## src/rtl/pc_seq_pkg.sv

```systemverilog
// Shared encodings and default widths for pc_sequencer and call_stack.
package pc_seq_pkg;

  localparam int unsigned INSTR_ADDR_SIZE_DEF = 10;
  localparam int unsigned STACK_PTR_WIDTH_DEF = 6;

  typedef enum logic [2:0] {
    OP_SEQ    = 3'd0,
    OP_JUMP   = 3'd1,
    OP_BRANCH = 3'd2,
    OP_CALL   = 3'd3,
    OP_RET    = 3'd4,
    OP_HALT   = 3'd5
  } pc_op_e;

  typedef enum logic [1:0] {
    ST_RUN    = 2'd0,
    ST_HALTED = 2'd1,
    ST_FAULT  = 2'd2
  } pc_state_e;

endpackage

```

## src/rtl/pc_sequencer_call_depth_counter.sv

```systemverilog
// Live call_stack entry counter with full/empty compares (PC_SEQ_DEPTH_CHECK_EN builds only).
module call_depth_counter #(
  parameter int unsigned STACK_PTR_WIDTH = 6
) (
  input  logic                     clk,
  input  logic                     rst_n,
  input  logic                     inc,
  input  logic                     dec,
  output logic [STACK_PTR_WIDTH:0] depth,
  output logic                     full,
  output logic                     empty
);

  localparam logic [STACK_PTR_WIDTH:0] DepthOne = {{STACK_PTR_WIDTH{1'b0}}, 1'b1};
  localparam logic [STACK_PTR_WIDTH:0] DepthMax = {1'b1, {STACK_PTR_WIDTH{1'b0}}};

  logic [STACK_PTR_WIDTH:0] depth_q, depth_d;

  always_comb begin
    depth_d = depth_q;
    if (inc) begin
      depth_d = depth_q + DepthOne;
    end else if (dec) begin
      depth_d = depth_q - DepthOne;
    end
  end

  always_ff @(posedge clk or negedge rst_n) begin
    if (!rst_n) begin
      depth_q <= '0;
    end else begin
      depth_q <= depth_d;
    end
  end

  assign depth = depth_q;
  assign full  = (depth_q == DepthMax);
  assign empty = (depth_q == '0);

endmodule

```

## src/rtl/pc_sequencer.sv

```systemverilog
// PC / control-flow sequencer driving call_stack; optional depth checking under
// PC_SEQ_DEPTH_CHECK_EN.
module pc_sequencer
  import pc_seq_pkg::*;
#(
  parameter int unsigned INSTRUCTION_ADDR_SIZE = INSTR_ADDR_SIZE_DEF,
  parameter int unsigned STACK_PTR_WIDTH       = STACK_PTR_WIDTH_DEF,
  parameter logic [INSTRUCTION_ADDR_SIZE-1:0] RESET_VECTOR = '0
) (
  input  logic                             clk,
  input  logic                             rst_n,
  input  logic                             stall,
  input  logic [2:0]                       op,
  input  logic                             branch_taken,
  input  logic [INSTRUCTION_ADDR_SIZE-1:0] target,
  input  logic [INSTRUCTION_ADDR_SIZE-1:0] stack_top,
  output logic [INSTRUCTION_ADDR_SIZE-1:0] stack_addr,
  output logic                             stack_en,
  output logic                             stack_push,
  output logic [INSTRUCTION_ADDR_SIZE-1:0] pc,
  output logic                             halted,
  output logic                             fault,
  output logic [STACK_PTR_WIDTH:0]         call_depth
);

  localparam logic [INSTRUCTION_ADDR_SIZE-1:0] PcOne = {{(INSTRUCTION_ADDR_SIZE-1){1'b0}}, 1'b1};

  pc_state_e                        state_q, state_d;
  logic [INSTRUCTION_ADDR_SIZE-1:0] pc_q, pc_d;
  logic [INSTRUCTION_ADDR_SIZE-1:0] next_seq;
  logic                             call_err, ret_err;

  assign next_seq = pc_q + PcOne;

`ifdef PC_SEQ_DEPTH_CHECK_EN
  logic depth_full, depth_empty;

  call_depth_counter #(
    .STACK_PTR_WIDTH(STACK_PTR_WIDTH)
  ) u_call_depth_counter (
    .clk  (clk),
    .rst_n(rst_n),
    .inc  (stack_en & stack_push),
    .dec  (stack_en & ~stack_push),
    .depth(call_depth),
    .full (depth_full),
    .empty(depth_empty)
  );

  assign call_err = depth_full;
  assign ret_err  = depth_empty;
  assign fault    = (state_q == ST_FAULT);
`else
  assign call_err   = 1'b0;
  assign ret_err    = 1'b0;
  assign fault      = 1'b0;
  assign call_depth = '0;
`endif

  // Gating on rst_n keeps stack_en low for the whole reset window, even mid-cycle.
  always_comb begin
    state_d    = state_q;
    pc_d       = pc_q;
    stack_en   = 1'b0;
    stack_push = 1'b0;
    stack_addr = pc_q;
    if (rst_n && (state_q == ST_RUN) && !stall) begin
      case (op)
        OP_JUMP:   pc_d = target;
        OP_BRANCH: pc_d = branch_taken ? target : next_seq;
        OP_CALL: begin
          if (call_err) begin
            state_d = ST_FAULT;
          end else begin
            stack_en   = 1'b1;
            stack_push = 1'b1;
            stack_addr = next_seq;
            pc_d       = target;
          end
        end
        OP_RET: begin
          if (ret_err) begin
            state_d = ST_FAULT;
          end else begin
            stack_en   = 1'b1;
            stack_addr = stack_top;
            pc_d       = stack_top;
          end
        end
        OP_HALT:   state_d = ST_HALTED;
        default:   pc_d = next_seq;
      endcase
    end
  end

  always_ff @(posedge clk or negedge rst_n) begin
    if (!rst_n) begin
      state_q <= ST_RUN;
      pc_q    <= RESET_VECTOR;
    end else begin
      state_q <= state_d;
      pc_q    <= pc_d;
    end
  end

  assign pc     = pc_q;
  assign halted = (state_q == ST_HALTED);

endmodule

```

## config.mk

```make
export PLATFORM = sky130hd
export DESIGN_NAME = pc_sequencer
export DESIGN_NICKNAME = d
export VERILOG_FILES = /design/src/rtl/pc_seq_pkg.sv /design/src/rtl/pc_sequencer_call_depth_counter.sv /design/src/rtl/pc_sequencer.sv
export SDC_FILE = /design/constraint.sdc
export NUM_CORES = 1
export LEC_CHECK = 0
export ABC_AREA = 1
export ABC_CLOCK_PERIOD_IN_PS = 3000
export CAP_MARGIN = 10
export CORE_ASPECT_RATIO = 1.1
export CORE_MARGIN = 5
export CORE_UTILIZATION = 45
export DETAILED_ROUTE_END_ITERATION = 7
export GPL_ROUTABILITY_DRIVEN = 0
export GPL_TIMING_DRIVEN = 1
export PLACE_DENSITY_LB_ADDON = 0.3
export SLEW_MARGIN = 10
export SYNTH_ARGS = -nofsm -noshare
export SYNTH_HDL_FRONTEND = slang
export SYNTH_SLANG_ARGS = --single-unit
```

## constraint.sdc

```tcl
create_clock -name clk -period 3 [get_ports clk]
set_input_delay 0.45 -clock clk [delete_from_list [all_inputs] [get_ports clk]]
set_output_delay 0.45 -clock clk [all_outputs]
set_load 0.01 [all_outputs]
```

# ---- Word-level counts from Yosys, hierarchy flattened
# Cells that the tools add are included.
dict set report totals {
  input_bits 27
  wordCells 25
  reg_bits 11
}
dict set report op_classes {
  eq_ne 5
  n_mux 8
  reduce_logical 8
  n_bitwise 1
  addsub 1
}
# operator count
set op_table {}
lappend op_table {{one-hot mux 10 bit (4 select lines)} 1}
lappend op_table {{2-to-1 mux 10 bit} 2}
lappend op_table {{one-hot mux 10 bit (2 select lines)} 1}
lappend op_table {{adder 10 x 1 -> 10 bit (second input constant)} 1}
lappend op_table {{equality test 3 x 2 -> 1 bit (second input constant)} 2}
lappend op_table {{equality test 3 bit (second input constant)} 2}
lappend op_table {{2-to-1 mux 1 bit} 4}
lappend op_table {{AND reduction 2 bit} 2}
lappend op_table {{OR reduction 2 bit} 2}
lappend op_table {{equality test 3 x 1 -> 1 bit (second input constant)} 1}
lappend op_table {{logical AND 1 bit} 2}
lappend op_table {{zero test 2 bit} 1}
lappend op_table {{zero test 1 bit} 1}
lappend op_table {{NOT 1 bit} 1}

# ---- Depth between registers and ports, before layout
dict set report logic_depth {
  word_depth 4
  ltp_mapped 10
}

# ---- Least setup slack after synthesis
# OpenSTA, ideal clock, no wires.
dict set report synth_path {
  path_type {input -> output}
  start {input op[0]}
  end {output stack_addr[9]}
  n_path_buf 0
  t_arrival_ns 1.306
  setup_slack_ns 1.244
  cell_stages 6
  t_required_ns 2.550
  cell_sequence {inv_1 nor2_4 nand2_1 nor2_4 inv_1 o21ai_0}
}
dict set report synth_between {
  elab_chain_cells 3
}
# item line_no
set synth_lines {}
lappend synth_lines {{start: declaration} pc_sequencer.sv:13} ;# input logic [2:0] op,
lappend synth_lines {{equality test 3 bit or equality test 3 x 2 -> 1 bit (tied branches)} pc_sequencer.sv:68} ;# case (op)
lappend synth_lines {{one-hot mux 10 bit (2 select lines) *} pc_sequencer.sv:68}
lappend synth_lines {{2-to-1 mux 10 bit *} pc_sequencer.sv:67} ;# if (rst_n && (state_q == ST_RUN) && !stall) begin
lappend synth_lines {{end: declaration} pc_sequencer.sv:17} ;# output logic [INSTRUCTION_ADDR_SIZE-1:0] stack_addr,
# Every way passes the cells marked *; elsewhere a longest branch is shown, timed or not.

# ---- Final worst setup path
dict set report layout_path {
  start {input op[0]}
  end {output stack_addr[5]}
}
# The elaborated chain is that of the path after synthesis.

==> results.yml <==
sta:
  finClkSkew_ps: 6.214
  finalSetupViolCount: 0
  finalCritPeriodShare: 0.9492
  drv_slew: 0
  hold_viol_final: 0
  max_freq_mhz: 351.2
  rsz0062_at_grt: "no"
  whs_ps: 577.6
  setup_tns_ps: 0
  worst_slack_ps: 152.4
  period_needed_ps: 2848
floorplan:
  die-area_sq_um: 3976
  row_count: 20
  die_x_um: 60.58
  die_h_um: 65.64
  initial_core_util: 0.4642
  coreArea_sq_um: 2728
  num_io_pins: 58
setup_path:
  slowest_delay_ps: 570
  criticalPathCategory: "primary input to output pin"
  start_kind: "primary input"
  path_cells: "clkdlybuf4s50_1 > inv_1 > nor2_4 > nand2_1 > nor2_4 > buf_4 > nand2_1 > o211ai_1 > clkdlybuf4s50_1"
  crit_arrival_ps: 2400
  required_ps: 2550
  cp_max_fo: 7
  cp_slowest_cell: "clkdlybuf4s50_1"
  critPathCaptureType: "output pin"
cts:
  cts_buffer_depth: 2
  clock_latency_ps: 270
  clkSinkCount: 11
  htree_levels: 1
  cts_root_buf: "clkbuf_4"
  cts_buffers: 3
  clkTransAtPathRegs_ps: 90
  cts_setup_buffers: 0
  tritoncts: "done"
synthesis:
  synthFlopType: "dfrtp_1"
  synth_xor_area_frac: 0.02075
  synth_top_area_cell: "nand2_1"
  yosysSeqAreaShare: 0.2174
  muxShareOfSynthArea: 0
  ys_types: 24
  yosysTopAreaCellShare: 0.2431
  netlist_instances: 219
  synth_edf_count: 0
  yosys.area_share.simple: 0.5128
  synthTopCellsByArea: "nand2_1, dfrtp_1, inv_1, nor2_1, nand3_1"
  synth-warning-count: 0
  synth-async-reset-ratio: 1.000
  synth_top_family_by_area: "simple AND/OR/NAND/NOR gates"
  synth-adder-area-share: 0.009881
  synth.most_common_cell: "nand2_1"
  synthesis.area_sq_um: 1266
  synth_compound_area_frac: 0.07905
  synth-seq-cells: 11
  avgSynthCellArea_sq_um: 5.782
  synthTopCellsByCount: "nand2_1, inv_1, nor2_1"
grt:
  grt_use_total: 0.1969
  grt_max_degree: 15
  grt.overflow.total: 0
  antenna_found_initial: 0
  grt_pass1_wl_mm: 6.147
  grt_pass1_vias: 1431
place:
  placed_cell_area_sq_um: 1783
  dp_slack_ps: 116.9
  placed_cells: 303
  port-buffer-count: 49
  hpwl_mm: 2.950
final_layout:
  n_fill_cell: 278
  finalNonFillerCells: 307
  syn_to_final_growth_pct: 43.48
  fin_nets: 303
  antennaDiodeCount: 0
  fin_area_sq_um: 1817
  drive_above_1_share: 0.07299
run_status:
  status: "complete, no violations"
power_and_ir_drop:
  power.leakage_nw: 0.9530
  power_density_nw_per_um2: 238.2
  vdd_drop_max_mv: 0.2175
routing:
  wire_per_inst_um: 12.09
  viasPerCell: 4.759
  drt_iter0_drc: 42
  routed_wl_mm: 3.711
  drcViolationCount: 0
  antenna_left: 0
  drt-pass1-iter-count: 4
  dr_total_vias: 1461
hold_path:
  hold_path_class: "primary input to asynchronous set/reset pin"
flow_run:
  drv_cap: 0
[cell type report]
cell class | count | area [sq um] | area share
inverters | 34 | 127.6 | 0.07025
multi-input cells | 172 | 825.8 | 0.4545
clock buffers | 4 | 26.28 | 0.01446
flip-flops and latches | 11 | 275.3 | 0.1515
well taps | 33 | 41.29 | 0.02273
repair buffers | 53 | 520.5 | 0.2865
[layer usage]
layer	up-vias	wire, um	global-route usage
met5	-	0	0
met4	0	31	0.06775
met3	2	230	0.02161
met2	54	1804	0.3316
met1	636	1645	0.2551
li1	769	-	-
[cells by family after synthesis]
| logic type | Yosys count |
|---|---|
| DFF | 11 |
| AOI/OAI and AO/OA | 15 |
| buffers and inverters | 43 |
| xor gates and xnor gates | 3 |
| adders and majority gates | 1 |
| and+or+nand+nor | 145 |
| other | 1 |
[metrics by stage]
step	utilization	power, mW
finish	0.6661	0.4327
global route	0.6661	0.4620
CTS	0.6633	0.4326
detailed placement	0.6537	0.3238
global placement	0.6537	0.3221
floorplan	-	0.2453
[sequential cells by signal, summed over array words and instances, names as in the netlist]
name / flops
pc: 10
state_q: 1
[repair_timing]
item / 4_1_cts / 5_1_grt
setup endpoints to repair: 0 / 2
hold buffers: 0 / 0
resized for setup: 0 / 1
[where the power goes]
part | internal (mW) | switching [mW] | leakage (nW)
Combinational | 0.0789 | 0.0762 | 0.806
Sequential | 0.155 | 0.0115 | 0.132
Clock | 0.0514 | 0.0595 | 0.0150
Total | 0.285 | 0.147 | 0.953
[worst paths after layout]
check / from / end / depth (start not counted) / slack [ps]
worst min-delay path: rst_n / pc[8] / 2 / 580
min in group clk: pc[3] / pc[3] / 2 / 580
worst max-delay path: op[0] / stack_addr[5] / 9 / 150
max in group asynchronous: rst_n / pc[3] / 2 / 2260
worst min register to register: pc[3] / pc[3] / 2 / 580
worst max register to register: pc[0] / pc[8] / 10 / 1410
[worst max-delay path, delay by kind of cell]
kind / cells / cell delay [ps]
AOI/OAI and AO/OA: 1 / 100
buffers and inverters: 4 / 1350
and+or+nand+nor: 4 / 490
[placed cells by master (no fill, tap or decap), types with 5 or more instances in the layout]
cell type	Yosys	final
dfrtp_1	11	11
o21ai_0	5	5
conb_1	1	8
nor2_1	31	31
clkdlybuf4s50_1	0	49
inv_1	33	33
nand2_1	82	82
nand3_1	18	18
Note: power is estimated with default switching activity, not from simulation.
==> RTL edit 1, RTL diff (config.mk and constraints unchanged) <==
Change the package constant `INSTR_ADDR_SIZE_DEF` from 10 to 20.
--- a/src/rtl/pc_seq_pkg.sv
+++ b/src/rtl/pc_seq_pkg.sv
@@ -3,3 +3,3 @@
 
-  localparam int unsigned INSTR_ADDR_SIZE_DEF = 10;
+  localparam int unsigned INSTR_ADDR_SIZE_DEF = 20;
   localparam int unsigned STACK_PTR_WIDTH_DEF = 6;
Interface: changed (resized pc, stack_addr, stack_top and target); port bits go from 58 to 98. The function was not compared with the original's and may differ.
==> RTL edit 1 against the unedited design <==
- sequential cell count is 10 higher
- synthesized area is 79% higher
- first-iteration DRC count grew to 4.3 times the old value
- non-clock buffer count is 50 higher
- wire length is 110% higher
- maximum frequency is 0.79% lower
- largest cell class unchanged
- worst setup slack worse by 0.023 ns
- final area is 80% higher
- total power is 91% higher
==> RTL edit 1: results (changes against the unedited design) <==
Worst Setup SP=pc[1]; Least-Margin Pin Slew=0.5386 ns; Synth Flop Type=dfrtp_1; final wirelength=7697 µm (+110%); Initial DRC Count=181 (+330%); CP Capture Point=stack_addr[14]; crit path DAT=2.42 ns (+0.02 ns); overall fraction of global-route tracks in use=22.86% (+3.2 points); status=finished clean; CP max stage cell=clkdlybuf4s50_1; max reg flops=20 (+10); Layout Nets=524 (+73%); leakage=0.001448 µW (+52%); number of global-route vias before repair=2643 (+85%); FFs w/ async S/R, synth=100.0% (unchanged); post-CTS setup buffers=0 (unchanged); Ant. Diodes=0 (unchanged); PortBufs=89 (+82%); Max VDD drop=0.0001476 V (-32%); Min-Delay Path Class=reg2reg; register area share after synthesis=23.18% (+1.4 points); Worst R2R End=pc[19]; first-pass GRT wire length=12530 µm (+100%); drt first pass iters=6 (+2); Clock transition at path regs=0.10 ns; CTS resizes=0 (unchanged); Root Driver=clkbuf_8; R2R depth=7 (-3); Worst path max stage delay=0.47 ns (-0.10 ns); Clock Latency Late Sink=0.28 ns; hold path startpoint=pc[19]; Synth Warn #=0 (unchanged); leading cell types by count after synthesis=nand2_1 (122), nor2_1 (69), nand3_1 (40); CTS Buf Count=3 (unchanged); r2r setup slk=0.98 ns (-0.43 ns); worst-path maximum fanout=6 (-1); clk_skew=0.007871 ns (+0.001657 ns); Synth area leaders=dfrtp_1 (23%), nand2_1 (20%), nor2_1 (11%); Hold Path Depth=2; H-Tree Level Count=1 (unchanged); initial antenna violation count=0 (unchanged); Reg-to-Reg Start=state_q[0]; Vias=2825 (+93%); pin count of the biggest net entering global routing=30 (+15); ratio of cells with drive above 1 in the final layout=8.842% (+1.5 points); CP delay by family, top=simple AND/OR/NAND/NOR gates; clk buf depth=2 (unchanged); DPL Wire Length=5704 µm (+93%); Synth cell types=33 (+38%)
RTL edit 1: how the worst min path moves through the flow:
stage | slack (ns) | to
floorplan | 0.15 | pc[0]
global placement | 0.57 | pc[19]
detailed placement | 0.58 | pc[3]
CTS | 0.60 | pc[3]
global route | 0.63 | pc[3]
finish | 0.60 | pc[19]
RTL edit 1: kinds of logic (layout without fill, tap and decap cells):
family                     after synthesis  after routing  share of synthesized area, %
other                                    1              8                        0.1654
DFF                                     21             21                         23.18
and+or+nand+nor                        246            246                         45.59
AOI/OAI and AO/OA                       45             45                         14.57
adders and majority gates                1              1                        0.5518
buffers and inverters                   64            148                         13.63
xor gates and xnor gates                 6              6                         2.318
RTL edit 1: worst min-delay path: stages (launching register included):
cell and delay [ns]:
dfrtp_1 0.41, nor2_1 0.07, a21oi_2 0.09
RTL edit 1: power breakdown:
part           internal, µW  switching [µW]
clock network          93.2             116
logic                   152             136
registers               298            29.5
RTL edit 1: stage by stage:
stage	area, µm²	std cells	util (%)	total power [µW]	setup slack (ns)
after detailed placement	3207	529	65.02	618.1	0.1198
after global placement	3207	529	65.02	615.8	0.1109
after global routing	3272	533	66.34	866.7	0.004934
final	3272	533	66.34	825.6	0.1297
after floorplan	2293	391	-	459.3	1.037
after CTS	3253	533	65.96	820.2	0.08957
RTL edit 1: routing by layer:
metal  part of all wire, %  track usage, %  vias up
met1                    41           29.84     1272
met2                    49           37.97      142
met4                   1.2           6.250        0
li1                      -               -     1394
met3                   9.0           4.721       17
met5                     0               0        -
RTL edit 1: layout make-up:
class	instances	area (µm²)
fillers	462	1660
multi-input cells	306	1476
repair buffers	103	996.0
flip-flops and latches	21	526.8
inverters	41	153.9
well taps	58	72.57
clock buffers	3	41.29
clock inverters	1	5.005
==> RTL edit 2, RTL diff (same settings) <==
Made on the original files. The 3 states of `pc_state_e` get a one-hot encoding in 3 bits.
--- a/src/rtl/pc_seq_pkg.sv
+++ b/src/rtl/pc_seq_pkg.sv
@@ -15,6 +15,6 @@
 
-  typedef enum logic [1:0] {
-    ST_RUN    = 2'd0,
-    ST_HALTED = 2'd1,
-    ST_FAULT  = 2'd2
+  typedef enum logic [2:0] {
+    ST_RUN    = 3'b001,
+    ST_HALTED = 3'b010,
+    ST_FAULT  = 3'b100
   } pc_state_e;
Check against the original RTL: no difference found for any inputs over 10 cycles, from zero or initial values and one cycle with rst_n low; not proved beyond that.
==> RTL edit 2 against the unedited design <==
- total power shrank 9.1%
- critical path type unchanged
- count of clock-buffer cells in the layout unchanged
- worst setup slack better by 0.047 ns
- sequential cell count increased by 1
- maximum frequency rose by 1.7%
- largest cell class unchanged
- via count grew 9.5%
- core utilization is 2.0 points lower
- final area is 6.5% higher
- wire length grew 13%
- hold slack lost 0.077 ns
- sequential share of layout area grew 0.44 points
- clock power is 25% higher
- synthesized area is 9.1% higher
- synthesized cell count up 6.8%
==> RTL edit 2: results (changes against the unedited design) <==
leading cell types by count after synthesis=nand2_1 (94), nor2_1 (30), inv_1 (27); status=finished clean; register area share after synthesis=21.83% (+0.091 points); Max VDD drop=0.0001721 V (-21%); final wirelength=4199 µm (+13%); DPL Wire Length=3365 µm (+14%); r2r setup slk=1.29 ns (-0.12 ns); crit path DAT=2.35 ns (-0.05 ns); ratio of cells with drive above 1 in the final layout=11.46% (+4.2 points); worst-path maximum fanout=8 (+1); Initial DRC Count=97 (+130%); CTS Buf Count=3 (unchanged); leakage=0.0009851 µW (+3.4%); Worst path max stage delay=0.59 ns (+0.02 ns); overall fraction of global-route tracks in use=19.63% (-0.064 points); Hold Path Depth=2; post-placement setup slack=0.2174 ns (+0.1005 ns); Synth cell types=29 (+21%); area occupied by multi-input gates=905.9 µm² (+9.7%); Worst R2R End=pc[0]; Reg-to-Reg Start=state_q[0]; number of global-route vias before repair=1530 (+6.9%); Worst Setup SP=op[2]; clk_skew=0.0003551 ns (-0.005859 ns); Min-Delay Path Class=reg2reg; CP delay by family, top=buffers and inverters; first-pass GRT wire length=6741 µm (+9.7%); Synth area leaders=nand2_1 (26%), dfrtp_1 (20%), nor2_1 (8.2%); Layout Nets=317 (+4.6%); Filler Cells Inserted=295 (+6.1%)
## RTL edit 2: tightest hold or removal path, delay by kind of cell (launching register included)
kind                   cells  cell delay [ns]
DFF                        1             0.38
buffers and inverters      1             0.08
and+or+nand+nor            1             0.05
## RTL edit 2: layout make-up
type                    count  share of cell area [%]
flip-flops and latches     12                   15.59
multi-input cells         187                   46.83
clock buffers               4                   1.876
inverters                  30                   5.821
repair buffers             55                   27.68
well taps                  34                   2.199
## RTL edit 2: how the worst max path moves through the flow
| stage | endpoint | slack, ns |
|---|---|---|
| global route | stack_addr[4] | 0.05 |
| detailed placement | stack_addr[4] | 0.22 |
| finish | stack_addr[3] | 0.20 |
| CTS | stack_addr[4] | 0.20 |
| global placement | stack_addr[4] | 0.26 |
| floorplan | stack_addr[9] | 1.19 |
## RTL edit 2: cells by family (layout without fill, tap and decap cells)
kind of cell               after synthesis  after routing  synth area share (%)
and+or+nand+nor                        158            158                 50.63
buffers and inverters                   42             89                 14.49
AOI/OAI and AO/OA                       19             19                 11.23
DFF                                     12             12                 21.83
adders and majority gates                1              1                0.9057
other                                    1              8                0.2715
xor gates and xnor gates                 1              1                0.6342
## RTL edit 2: power breakdown
part	total [µW]	switching [µW]	leakage, µW	internal, µW
sequential	162	0	0.000149	162
combinational	92.5	48.6	0.000816	43.9
clock	139	65.4	0.0000210	73.9
total	393	114	0.000985	279
## RTL edit 2: metrics by stage
stage,hold slack [ns],std cells
after floorplan,0.1544,241
after global placement,0.4753,318
after detailed placement,0.4950,318
after CTS,0.5084,322
after global routing,0.5268,322
final,0.5003,322
## RTL edit 2: routing by layer
layer	global-route usage (%)	wire, µm	share of wire, %	vias to the layer above
li1	-	-	-	828
met1	24.30	1804	43	702
met2	34.46	2000	48	63
met3	3.284	336	8.0	7
met4	7.427	58	1.4	0
met5	0	0	0	-
